## src/rtl/msg_buf_if.sv

```systemverilog
// Message buffer bus: write side, transmitter side, status flags and FSM debug state.
// Handshake: a write is taken at a rising clk edge where ready=1, flush=0 and
// full=0; a message is handed over at an edge where tx_ctrl=1, blue=0
// (presenting the head) and transmit_ready=1; flush overrides both.
interface msg_buf_if #(
   parameter int DATA_W = 8,
   parameter int DEPTH  = 4
) ();
   localparam int CW = $clog2(DEPTH + 1);

   logic              ready;
   logic [DATA_W-1:0] data;
   logic              transmit_ready;
   logic              flush;
   logic [DATA_W-1:0] tx_byte;
   logic              tx_ctrl;
   logic              blue;
   logic              full;
   logic              empty;
   logic [CW-1:0]     count;
   logic              overflow;
   logic [1:0]        state_dbg;

   // Producer / transmitter side (drives the buffer's inputs)
   modport master (
      output ready, data, transmit_ready, flush,
      input  tx_byte, tx_ctrl, blue, full, empty, count, overflow, state_dbg
   );

   // Buffer side
   modport slave (
      input  ready, data, transmit_ready, flush,
      output tx_byte, tx_ctrl, blue, full, empty, count, overflow, state_dbg
   );
endinterface

```

## src/rtl/msg_buf.sv

```systemverilog
// Message buffer: circular FIFO feeding a transmitter through an
// IDLE -> WAIT -> TRANSMIT state machine that holds each message HOLD_CYC cycles.
module msg_buf #(
   parameter int                DATA_W    = 8,
   parameter int                DEPTH     = 4,
   parameter int                HOLD_CYC  = 1,
   parameter logic [DATA_W-1:0] IDLE_WORD = {DATA_W{1'b1}}
) (
   input logic     clk,
   input logic     rst,
   msg_buf_if.slave bus
);
   localparam int AW  = $clog2(DEPTH);
   localparam int CW  = $clog2(DEPTH + 1);
   localparam int HCW = (HOLD_CYC > 1) ? $clog2(HOLD_CYC) : 1;

   typedef enum logic [1:0] {
      IDLE     = 2'd0,
      WAIT     = 2'd1,
      TRANSMIT = 2'd2
   } state_t;

   state_t            state_q, state_d;
   logic [AW-1:0]     wr_ptr_q, wr_ptr_d;
   logic [AW-1:0]     rd_ptr_q, rd_ptr_d;
   logic [CW-1:0]     count_q, count_d;
   logic              ovf_q, ovf_d;
   logic [DATA_W-1:0] hold_q, hold_d;
   logic [HCW-1:0]    hcnt_q, hcnt_d;
   logic [DATA_W-1:0] mem_q [DEPTH];
   logic              push, pop, full_w;

   // Full is taken from the registered count, so a pop in the same cycle
   // never frees room for a write.
   assign full_w = (count_q == CW'(DEPTH));

   // Next-state, FIFO pointer and hold logic; flush overrides every other input
   always_comb begin
      state_d  = state_q;
      wr_ptr_d = wr_ptr_q;
      rd_ptr_d = rd_ptr_q;
      count_d  = count_q;
      ovf_d    = ovf_q;
      hold_d   = hold_q;
      hcnt_d   = hcnt_q;
      push     = 1'b0;
      pop      = 1'b0;
      if (bus.flush) begin
         state_d  = IDLE;
         wr_ptr_d = '0;
         rd_ptr_d = '0;
         count_d  = '0;
         ovf_d    = 1'b0;
      end else begin
         push = bus.ready && !full_w;
         if (bus.ready && full_w) ovf_d = 1'b1;
         case (state_q)
            IDLE: begin
               if (count_q != '0) state_d = WAIT;
            end
            WAIT: begin
               // WAIT is only ever entered with a nonempty FIFO
               if (bus.transmit_ready) begin
                  pop     = 1'b1;
                  hold_d  = mem_q[rd_ptr_q];
                  hcnt_d  = HCW'(HOLD_CYC - 1);
                  state_d = TRANSMIT;
               end
            end
            TRANSMIT: begin
               if (hcnt_q == '0) state_d = (count_q != '0) ? WAIT : IDLE;
               else              hcnt_d  = hcnt_q - 1'b1;
            end
            default: state_d = IDLE;
         endcase
         if (push) wr_ptr_d = wr_ptr_q + 1'b1;
         if (pop)  rd_ptr_d = rd_ptr_q + 1'b1;
         if (push && !pop)      count_d = count_q + 1'b1;
         else if (pop && !push) count_d = count_q - 1'b1;
      end
   end

   // Control registers with synchronous reset
   always_ff @(posedge clk) begin
      if (rst) begin
         state_q  <= IDLE;
         wr_ptr_q <= '0;
         rd_ptr_q <= '0;
         count_q  <= '0;
         ovf_q    <= 1'b0;
         hold_q   <= IDLE_WORD;
         hcnt_q   <= '0;
      end else begin
         state_q  <= state_d;
         wr_ptr_q <= wr_ptr_d;
         rd_ptr_q <= rd_ptr_d;
         count_q  <= count_d;
         ovf_q    <= ovf_d;
         hold_q   <= hold_d;
         hcnt_q   <= hcnt_d;
      end
   end

   // Message storage; entries are only read once count says they are valid
   always_ff @(posedge clk) begin
      if (!rst && push) mem_q[wr_ptr_q] <= bus.data;
   end

   // Outputs decoded from registered state only
   always_comb begin
      bus.tx_ctrl = 1'b0;
      bus.blue    = 1'b0;
      bus.tx_byte = IDLE_WORD;
      case (state_q)
         WAIT: begin
            bus.tx_ctrl = 1'b1;
            bus.tx_byte = mem_q[rd_ptr_q];
         end
         TRANSMIT: begin
            bus.tx_ctrl = 1'b1;
            bus.blue    = 1'b1;
            bus.tx_byte = hold_q;
         end
         default: ;
      endcase
   end

   assign bus.full      = full_w;
   assign bus.empty     = (count_q == '0);
   assign bus.count     = count_q;
   assign bus.overflow  = ovf_q;
   assign bus.state_dbg = state_q;
endmodule

```

## src/flat_wrapper.sv

```systemverilog
// flat-port wrapper written by rule: the top's interface ports become plain ports
module msg_buf_flat 
#(
   parameter int                DATA_W    = 8,
   parameter int                DEPTH     = 4,
   parameter int                HOLD_CYC  = 1,
   parameter logic [DATA_W-1:0] IDLE_WORD = {DATA_W{1'b1}}
)
  (clk, rst, bus_ready, bus_data, bus_transmit_ready, bus_flush, bus_tx_byte, bus_tx_ctrl, bus_blue, bus_full, bus_empty, bus_count, bus_overflow, bus_state_dbg);
  msg_buf_if #(.DATA_W(DATA_W), .DEPTH(DEPTH)) bus_i ();
  input logic clk;
  input logic rst;
  input wire logic [$bits(bus_i.ready)-1:0] bus_ready;
  input wire logic [$bits(bus_i.data)-1:0] bus_data;
  input wire logic [$bits(bus_i.transmit_ready)-1:0] bus_transmit_ready;
  input wire logic [$bits(bus_i.flush)-1:0] bus_flush;
  output wire logic [$bits(bus_i.tx_byte)-1:0] bus_tx_byte;
  output wire logic [$bits(bus_i.tx_ctrl)-1:0] bus_tx_ctrl;
  output wire logic [$bits(bus_i.blue)-1:0] bus_blue;
  output wire logic [$bits(bus_i.full)-1:0] bus_full;
  output wire logic [$bits(bus_i.empty)-1:0] bus_empty;
  output wire logic [$bits(bus_i.count)-1:0] bus_count;
  output wire logic [$bits(bus_i.overflow)-1:0] bus_overflow;
  output wire logic [$bits(bus_i.state_dbg)-1:0] bus_state_dbg;
  assign bus_i.ready = bus_ready;
  assign bus_i.data = bus_data;
  assign bus_i.transmit_ready = bus_transmit_ready;
  assign bus_i.flush = bus_flush;
  assign bus_tx_byte = bus_i.tx_byte;
  assign bus_tx_ctrl = bus_i.tx_ctrl;
  assign bus_blue = bus_i.blue;
  assign bus_full = bus_i.full;
  assign bus_empty = bus_i.empty;
  assign bus_count = bus_i.count;
  assign bus_overflow = bus_i.overflow;
  assign bus_state_dbg = bus_i.state_dbg;
  msg_buf #(.DATA_W(DATA_W), .DEPTH(DEPTH), .HOLD_CYC(HOLD_CYC), .IDLE_WORD(IDLE_WORD)) u_core (.clk(clk), .rst(rst), .bus(bus_i));
endmodule
```

## config.mk

```make
export PLATFORM = sky130hd
export DESIGN_NAME = msg_buf_flat
export DESIGN_NICKNAME = d
export VERILOG_FILES = /design/src/rtl/msg_buf_if.sv /design/src/rtl/msg_buf.sv /design/src/flat_wrapper.sv
export SDC_FILE = /design/constraint.sdc
export NUM_CORES = 1
export LEC_CHECK = 0
export BUFFER_PORTS_ARGS = -buffer_cell sky130_fd_sc_hd__buf_2
export CORE_ASPECT_RATIO = 1.5
export CORE_MARGIN = 3
export CORE_UTILIZATION = 40
export CTS_CLUSTER_SIZE = 8
export DETAILED_ROUTE_END_ITERATION = 12
export PLACE_DENSITY = 0.57
export SYNTH_ARGS = -nofsm -noshare
export SYNTH_HDL_FRONTEND = slang
export SYNTH_SLANG_ARGS = --single-unit
```

## constraint.sdc

```tcl
create_clock -name clk -period 2.8 [get_ports clk]
set_input_delay 0.42 -clock clk [delete_from_list [all_inputs] [get_ports clk]]
set_output_delay 0.42 -clock clk [all_outputs]
set_load 0.02 [all_outputs]
```

==> results of run 1 <==
==> critical path: stages (launching register included) <==
cell	delay [ps]
dfxtp_1	630
buf_4	290
mux2i_1	310
o221ai_1	170
buf_2	180
==> routing by layer <==
layer  wire length, um  GRT usage [%]  vias up
li1                  -              -      713
met1              1760           16.5      718
met2              2590           27.2       36
met3               194           3.80        8
met4               138           7.19        0
met5                 0              0        -
==> synthesized netlist by cell type, types with 2 or more instances <==
cell,count
inv_1,6
a21oi_1,4
edfxtp_1,32
or3_1,2
o21ai_0,3
buf_6,2
nor2_1,9
o31ai_1,2
nand2_1,2
o221ai_1,8
ha_1,10
nand4b_1,2
o22ai_1,8
xor2_1,4
a21boi_0,8
and3_1,4
buf_1,2
mux2i_1,17
buf_2,2
a211o_1,8
dfxtp_1,20
==> flip-flops by register name, summed over array words and instances (netlist names), named ones only <==
register              count
u_core.bus.count          3
u_core.bus.overflow       1
u_core.bus.state_dbg      2
u_core.hold_q             8
u_core.mem_q             32
u_core.rd_ptr_q           2
u_core.wr_ptr_q           2
==> power groups by stage <==
stage               registers (mW)  clock network (mW)  logic (mW)
finish                       0.835               0.414       0.136
global route                 0.837               0.465       0.150
CTS                          0.835               0.426       0.138
detailed placement           0.853                   0       0.138
global placement             0.851                   0       0.134
floorplan                    0.856                   0      0.0840
==> through the flow <==
| stage | area (um^2) | setup slack, ps |
|---|---|---|
| floorplan | 2260 | 571 |
| global placement | 2460 | 642 |
| detailed placement | 2460 | 541 |
| CTS | 2550 | 430 |
| global route | 2550 | 348 |
| finish | 2550 | 495 |
==> path summary, 6_finish.rpt <==
path	slack, ps	cells past startpoint	from	endpoint
worst max register to register	540	8	u_core.bus.count[0]	u_core.bus.count[2]
worst min register to register	470	1	u_core.hold_q[5]	u_core.hold_q[5]
worst max-delay path	490	4	flop	bus_tx_byte[0]
worst min-delay path	320	1	bus_data[1]	u_core.mem_q[1][1]
==> kinds of logic (layout without fill, tap and decap cells) <==
family	after synthesis	after routing	synth area share, %
buffers and inverters	13	45	2.93
AO/OA/AOI/OAI	42	42	13.6
multiplexers	17	17	7.52
XOR/XNOR	4	4	1.55
AND/OR/NAND/NOR	30	30	7.85
flip-flops	52	52	60.1
adder cells (fa/ha/maj)	11	11	6.41
==> layout make-up <==
| cell class | count | share of cell area [%] |
|---|---|---|
| clock inverter | 2 | 0.638 |
| inverter | 6 | 0.883 |
| multi-input combinational | 104 | 32.8 |
| sequential | 52 | 53.4 |
| timing repair buffer | 31 | 6.18 |
| clock buffer | 6 | 2.84 |
| tap | 68 | 3.33 |
==> flow_metrics.py, run 1 <==
metrics = {
    "timing": {
        "hold_viol": 0,
        "rsz0062_at_grt": "no",
        "period_needed_ps": 2310,
        "tns_ps": 0,
        "slew_violations": 0,
        "setup_viol": 0,
        "max_freq_ghz": 0.434,
        "relSlewSlack_pct": 66.1,
        "period_share_pct": 82.3,
        "hold_ws_ps": 324,
        "finClkSkew_ps": 4.16,
        "tightestPinTransition_ps": 502,
    },
    "final_layout": {
        "final_cell_mix": "edfxtp_1 (32), buf_2 (30), dfxtp_1 (20)",
        "regArea_um2": 1360,
        "nets": 224,
        "multi_input_area_um2": 836,
        "diodes": 0,
        "layout-drive-gt1-share_pct": 20.4,
        "utilization_pct": 47.9,
        "area_delta_synth_final_pct": 12.7,
        "final_common_cell": "edfxtp_1",
        "fillers": 503,
        "final_cell_count_no_fill": 269,
    },
    "synth": {
        "syn_avg_cell_area_um2": 13.4,
        "synthArstFlopShare_pct": 0,
        "synth_cell_types": 35,
        "yosys.area.top_type": "edfxtp_1",
        "yosysSeqAreaShare_pct": 60.1,
        "synth_edf_count": 32,
        "netlist_top_cells_area": "edfxtp_1 (42%), dfxtp_1 (18%), mux2i_1 (7.5%)",
        "synthCells": 169,
        "netlist_area_um2": 2260,
        "synth_flop_cell": "edfxtp_1",
        "yosys_warnings": 0,
        "synth_nets": 193,
        "synth_top_area_share_pct": 42.5,
        "ys_ff_latch": 52,
    },
    "floorplan": {
        "core_um2": 5330,
        "die_y_um": 98.1,
        "pin_count": 31,
        "die_w_um": 67.4,
        "die_area_um2": 6620,
        "rows": 32,
        "initial_core_util_pct": 42.5,
    },
    "power": {
        "seqPwrFrac_pct": 60.3,
        "p_leak_nw": 0.887,
        "clock_power_share_pct": 29.9,
        "max-vdd-ir-drop_mv": 0.257,
        "p_int_mw": 1.05,
        "p_sw_mw": 0.333,
        "switching_share_pct": 24.0,
        "power.density_nw_per_um2": 543,
        "fin_total_pwr_mw": 1.39,
        "combPwrFrac_pct": 9.8,
    },
    "clocking": {
        "cts_buffer_depth": 2,
        "clkSinkCount": 52,
        "htree_levels": 2,
        "cts-root-buf": "clkbuf_8",
        "cts_tree": "yes",
        "cts.clk_slew.worst_paths_ps": 90,
        "cts_hold_buf": 0,
        "clkLatencyLatePin_ps": 300,
        "post_cts_buffers": 0,
        "post_cts_resized": 0,
        "cts_made_buffers": 5,
    },
    "detailed_routing": {
        "avgRoutedWirePerCell_um": 17.4,
        "antenna_left": 0,
        "first_iter_violations": 77,
        "routed_wl_mm": 4.69,
        "drc": 0,
        "routed-via-count": 1475,
        "viasPerCell": 5.48,
        "first_pass_iters": 4,
    },
    "setup_path": {
        "crit_required_ps": 2380,
        "arrival_ps": 1890,
        "end_kind": "output port",
        "critPathLaunchType": "flop",
        "cp_max_fo": 9,
        "worst-setup-path-type": "flop to output port",
    },
    "outcome": {
        "outcome": "completed",
    },
    "placement": {
        "port_buffers": 30,
        "dp.cells": 261,
        "routabilityCongestion": 0.761,
        "hpwlAfterDp_mm": 3.49,
    },
    "global_routing": {
        "grt_pass1_vias": 1476,
        "grt_antenna_before_repair": 0,
        "grt_overflow_total": 0,
        "grt_usage_pct": 15.4,
        "grt_pass1_wl_mm": 7.38,
        "grt_max_degree": 17,
    },
    "run": {
        "maxCapViolations": 0,
    },
    "hold_path": {
        "hold_class": "input port to flop",
    },
}
(Power assumes the default switching activity.)
==> run 2, diff against run 1 <==
==> constraint.sdc (replaced) <==
create_clock -name clk -period 2.25 [get_ports clk]
set_input_delay 0.3375 -clock clk [delete_from_list [all_inputs] [get_ports clk]]
set_output_delay 0.3375 -clock clk [all_outputs]
set_load 0.02 [all_outputs]
==> run 2 against run 1 <==
  * Final cell count rose by 1.5%
  * Highest routed layer unchanged
  * Non-clock buffer count rose by 4
  * Sequential power rose by 25%
==> flow_metrics.py, run 2 (synthesis gave the netlist of run 1 again) <==
metrics = {
    "detailed_routing": {
        "routed-via-count": 1495,
        "avgRoutedWirePerCell_um": 17.1,
        "routed_wl_mm": 4.66,
        "first_pass_iters": 4,
        "drc": 0,
        "antenna_left": 0,
        "viasPerCell": 5.48,
        "first_iter_violations": 51,
    },
    "global_routing": {
        "grt.met2_usage_pct": 27.9,
        "grt_pass1_wl_mm": 7.43,
        "grt_antenna_before_repair": 0,
        "grt_util_met1_pct": 16.6,
        "gr-usage-met3_pct": 3.57,
        "grt_usage_pct": 15.1,
        "grt_pass1_vias": 1523,
        "grt_max_degree": 18,
        "top_usage_layer": "met2",
        "grt_overflow_total": 0,
    },
    "timing": {
        "tns_ps": 0,
        "finClkSkew_ps": 5.59,
        "period_share_pct": 95.6,
        "period_needed_ps": 2150,
        "setup_viol": 0,
        "hold_viol": 0,
        "relSlewSlack_pct": 66.0,
        "max_freq_ghz": 0.465,
        "hold_ws_ps": 245,
        "tightestPinTransition_ps": 511,
        "slew_violations": 0,
    },
    "setup_path": {
        "rr_worst_depth": 9,
        "arrival_ps": 2390,
        "worst-setup-path-type": "flop to flop",
        "cp-startpoint": "u_core.bus.state_dbg[1]",
        "crit_required_ps": 2490,
        "r2r-end": "u_core.bus.count[2]",
        "critPathCapture": "u_core.bus.count[2]",
        "rr_startpoint": "u_core.bus.state_dbg[1]",
        "critPathLaunchType": "flop",
        "end_kind": "flop",
        "cp_max_fo": 5,
        "reg2reg_slack_ps": 100,
    },
    "floorplan": {
        "core_um2": 5330,
        "die_w_um": 67.4,
        "die_y_um": 98.1,
        "rows": 32,
        "pin_count": 31,
        "initial_core_util_pct": 42.5,
        "die_area_um2": 6620,
    },
    "clocking": {
        "clkSinkCount": 52,
        "clkLatencyLatePin_ps": 300,
        "cts_buffer_depth": 2,
        "cts_tree": "yes",
        "htree_levels": 2,
        "cts_made_buffers": 5,
        "cts.clk_slew.worst_paths_ps": 90,
        "cts_hold_buf": 0,
        "cts-root-buf": "clkbuf_8",
    },
    "power": {
        "fin_total_pwr_mw": 1.74,
        "combPwrFrac_pct": 10.4,
        "power.density_nw_per_um2": 673,
        "p_leak_nw": 0.916,
        "seqPwrFrac_pct": 59.5,
        "switching_share_pct": 24.4,
        "p_sw_mw": 0.425,
        "clock_power_share_pct": 30.1,
        "p_int_mw": 1.32,
        "max-vdd-ir-drop_mv": 0.538,
    },
    "final_layout": {
        "nets": 228,
        "diodes": 0,
        "final_cell_mix": "edfxtp_1 (32), buf_2 (30), mux2i_1 (17), dfxtp_1 (17), ha_1 (9)",
        "top_register": "u_core.mem_q",
        "fillers": 483,
        "fin_area_um2": 2590,
        "largest_reg_flops": 32,
        "utilization_pct": 48.7,
        "final_common_cell": "edfxtp_1",
        "area_delta_synth_final_pct": 14.5,
        "layout-drive-gt1-share_pct": 24.9,
    },
    "placement": {
        "hpwlAfterDp_mm": 3.50,
        "routabilityCongestion": 0.796,
        "port_buffers": 30,
        "placed_area_um2": 2490,
    },
    "outcome": {
        "outcome": "completed",
    },
    "hold_path": {
        "hold_class": "input port to flop",
    },
    "run": {
        "maxCapViolations": 0,
    },
}
run 2: cell types whose count changed in the layout (fill, tap and decap cells not counted), sizes merged:
cell,change
inv,+1
clkinv,+1
clkinvlp,-1
clkbuf,-1
buf,+4
run 2: timing repair:
| item | 4_1_cts | 5_1_grt |
|---|---|---|
| setup buffers | 0 | 0 |
| setup endpoints to repair | 0 | 9 |
| hold endpoints to repair | 0 | 0 |
| gates resized for setup | 0 | 5 |
run 2: stage by stage:
| stage | worst slack [ps] | instances |
|---|---|---|
| after floorplan | 21.2 | 169 |
| after global placement | 230 | 265 |
| after detailed placement | 116 | 265 |
| after CTS | 38.0 | 273 |
| after global routing | -15.6 | 273 |
| final | 99.7 | 273 |
run 2: worst min-delay path by stage:
stage                                start                  to  slack (ps)  cells past startpoint
final                          bus_data[5]  u_core.mem_q[2][5]         250                      1
after global routing           bus_data[6]  u_core.mem_q[3][6]         230                      1
after CTS                      bus_data[5]  u_core.mem_q[2][5]         240                      1
after detailed placement  u_core.hold_q[4]    u_core.hold_q[4]         450                      1
after global placement    u_core.hold_q[3]    u_core.hold_q[3]         440                      1
after floorplan           u_core.hold_q[0]    u_core.hold_q[0]         430                      1
run 2: power groups by stage:
| stage | Clock, mW | Combinational, mW | Sequential [mW] |
|---|---|---|---|
| 2_1_floorplan | 0 | 0.105 | 1.07 |
| 4_1_cts | 0.542 | 0.181 | 1.04 |
| 6_report | 0.525 | 0.181 | 1.04 |
| 3_3_place_gp | 0 | 0.175 | 1.06 |
| 5_1_grt | 0.589 | 0.199 | 1.04 |
| 3_5_place_dp | 0 | 0.180 | 1.06 |
run 2: layer usage:
layer / vias to the layer above / part of all wire [%]
li1: 713 / -
met1: 742 / 36
met2: 34 / 58
met3: 6 / 4.6
met4: 0 / 1.1
met5: - / 0
run 2: critical path, cell delays in order, from the launching register on:
cell and delay [ps]:
dfxtp_2 380, inv_1 90, ha_1 210, nand2_2 100
ha_1 200, inv_1 60, fa_1 390, xor2_1 190
or3_1 340, a21oi_1 150
run 2: final cells by class:
| class | count | area (um^2) | share of cell area (%) |
|---|---|---|---|
| clock buffers | 5 | 68.8 | 2.65 |
| flip-flops and latches | 52 | 1370 | 52.7 |
| well taps | 68 | 85.1 | 3.28 |
| multi-input cells | 104 | 841 | 32.4 |
| repair buffers | 35 | 188 | 7.24 |
| clock inverters | 3 | 22.5 | 0.869 |
| inverters | 6 | 22.5 | 0.869 |
==> run 3, diff against run 2 <==
--- a/config.mk
+++ b/config.mk
@@ -5,13 +5,14 @@
 export SDC_FILE = /design/constraint.sdc
 export NUM_CORES = 1
 export LEC_CHECK = 0
-export BUFFER_PORTS_ARGS = -buffer_cell sky130_fd_sc_hd__buf_2
+export BUFFER_PORTS_ARGS = -buffer_cell sky130_fd_sc_hd__buf_4
 export CORE_ASPECT_RATIO = 1.5
 export CORE_MARGIN = 3
 export CORE_UTILIZATION = 40
 export CTS_CLUSTER_SIZE = 8
 export DETAILED_ROUTE_END_ITERATION = 12
 export PLACE_DENSITY = 0.57
+export SLEW_MARGIN = 20
 export SYNTH_ARGS = -nofsm -noshare
 export SYNTH_HDL_FRONTEND = slang
 export SYNTH_SLANG_ARGS = --single-unit
==> run 3 against run 2 <==
  * Clock skew fell by 0.74 ps
  * Cell area rose by 4.0%
  * Critical path depth did not move
  * Die area did not move
  * Critical endpoint unchanged
  * Critical path type unchanged
  * First-iteration DRC count rose by 14%
  * Sequential power barely moved
  * Worst setup slack improved by 4.1 ps
==> flow_metrics.py, run 3 (synthesis gave the netlist of run 1 again) <==
metrics = {
    "outcome": {
        "outcome": "completed",
    },
    "setup_path": {
        "end_kind": "flop",
        "crit_chain": "inv_1, ha_1, nand2_2, ha_1, inv_1, fa_1, xor2_1, or3_1, a21oi_1",
        "cp_max_fo": 5,
        "slowest_delay_ps": 370,
        "worst-setup-path-type": "flop to flop",
        "arrival_ps": 2380,
        "rr_worst_depth": 9,
        "slowest_stage": "dfxtp_2",
        "r2r-end": "u_core.bus.count[2]",
        "reg2reg_slack_ps": 100,
        "critPathLaunchType": "flop",
        "crit_required_ps": 2480,
        "rr_startpoint": "u_core.bus.state_dbg[1]",
    },
    "power": {
        "p_sw_mw": 0.431,
        "fin_total_pwr_mw": 1.88,
        "switching_share_pct": 22.9,
        "clock_power_share_pct": 34.1,
        "seqPwrFrac_pct": 55.2,
        "combPwrFrac_pct": 10.7,
        "max-vdd-ir-drop_mv": 0.379,
        "power.density_nw_per_um2": 698,
        "p_int_mw": 1.45,
        "p_leak_nw": 0.952,
    },
    "detailed_routing": {
        "first_pass_iters": 4,
        "drc": 0,
        "routed_wl_mm": 4.81,
        "avgRoutedWirePerCell_um": 17.5,
        "viasPerCell": 5.43,
        "antenna_left": 0,
        "first_iter_violations": 58,
        "routed-via-count": 1488,
    },
    "timing": {
        "finClkSkew_ps": 4.84,
        "tightestPinTransition_ps": 519,
        "relSlewSlack_pct": 64.9,
        "tns_ps": 0,
        "slew_violations": 0,
        "max_freq_ghz": 0.466,
        "period_share_pct": 95.4,
        "setup_viol": 0,
        "period_needed_ps": 2150,
        "rsz0062_at_grt": "yes",
        "hold_viol": 0,
        "setup_ws_ps": 104,
    },
    "final_layout": {
        "final_cell_mix": "buf_4 (36), edfxtp_1 (32), dfxtp_1 (18)",
        "fillers": 487,
        "final_common_cell": "buf_4",
        "fin_area_um2": 2700,
        "final_cell_count_no_fill": 274,
        "layout-drive-gt1-share_pct": 24.3,
        "largest_reg_flops": 32,
        "regArea_um2": 1360,
        "nets": 229,
        "area_delta_synth_final_pct": 19.1,
        "top_register": "u_core.mem_q",
        "diodes": 0,
        "multi_input_area_um2": 838,
    },
    "clocking": {
        "cts_tree": "yes",
        "clkLatencyLatePin_ps": 300,
        "clkSinkCount": 52,
        "cts.clk_slew.worst_paths_ps": 90,
        "post_cts_resized": 0,
        "cts_made_buffers": 5,
        "post_cts_buffers": 0,
        "cts-root-buf": "clkbuf_8",
        "cts_buffer_depth": 2,
        "cts_hold_buf": 0,
        "htree_levels": 2,
    },
    "hold_path": {
        "worstHoldStart": "bus_data[0]",
        "hold_class": "input port to flop",
        "min_to": "u_core.mem_q[3][0]",
        "worstHoldPathCells": 1,
    },
    "placement": {
        "hpwlAfterDp_mm": 3.58,
        "placed_area_um2": 2570,
        "routabilityCongestion": 0.771,
        "dp.cells": 266,
        "post-place-ws_ps": 36.0,
        "port_buffers": 30,
    },
    "global_routing": {
        "grt_antenna_before_repair": 0,
        "grt_usage_pct": 15.7,
        "grt_overflow_total": 0,
        "grt_max_degree": 18,
        "grt_pass1_vias": 1542,
        "grt_pass1_wl_mm": 7.64,
    },
    "floorplan": {
        "die_y_um": 98.1,
        "die_w_um": 67.4,
        "rows": 32,
        "die_area_um2": 6620,
        "core_um2": 5330,
        "initial_core_util_pct": 42.5,
        "pin_count": 31,
    },
    "run": {
        "maxCapViolations": 0,
    },
}
## run 3: how the worst max path moves through the flow
| stage | from | to | slack (ps) | cells past startpoint |
|---|---|---|---|---|
| floorplan | u_core.bus.count[0] | u_core.bus.count[2] | 20 | 8 |
| global placement | u_core.bus.state_dbg[1] | u_core.bus.count[2] | 220 | 9 |
| detailed placement | u_core.bus.state_dbg[1] | u_core.bus.count[2] | 40 | 9 |
| CTS | u_core.bus.state_dbg[1] | u_core.bus.count[2] | 20 | 9 |
| global route | u_core.bus.state_dbg[1] | bus_tx_byte[3] | -10 | 6 |
| finish | u_core.bus.state_dbg[1] | u_core.bus.count[2] | 100 | 9 |
## run 3: metrics by stage
stage	hold WS, ps	util, %
final	224	50.6
after global placement	440	48.4
after floorplan	430	-
after global routing	216	50.6
after detailed placement	446	48.4
after CTS	218	50.5
## run 3: area by class of cell
| cell class | count | share of cell area (%) |
|---|---|---|
| repair buffers | 36 | 10.0 |
| flip-flops and latches | 52 | 50.6 |
| well taps | 68 | 3.16 |
| clock inverters | 3 | 1.72 |
| inverters | 6 | 0.836 |
| clock buffers | 5 | 2.55 |
| multi-input cells | 104 | 31.1 |
## run 3: worst max-delay path: cells and delay by family, from the launching register on
family / cells / cell delay, ps
adders and majority gates: 3 / 780
and+or+nand+nor: 2 / 410
DFF: 1 / 370
xor gates and xnor gates: 1 / 180
AOI/OAI and AO/OA: 1 / 180
buffers and inverters: 2 / 140
## run 3: per-layer routing
layer,global-route usage [%],part of all wire [%]
met5,0,0
met1,18.1,37
met4,6.88,2.5
met2,27.3,56
met3,3.11,3.6
## run 3: power by group through the flow
stage / logic, mW / registers (mW) / clock network, mW
after CTS: 0.203 / 1.04 / 0.660
final: 0.201 / 1.04 / 0.642
after global routing: 0.221 / 1.04 / 0.700
after floorplan: 0.105 / 1.07 / 0
after detailed placement: 0.202 / 1.06 / 0
after global placement: 0.196 / 1.06 / 0
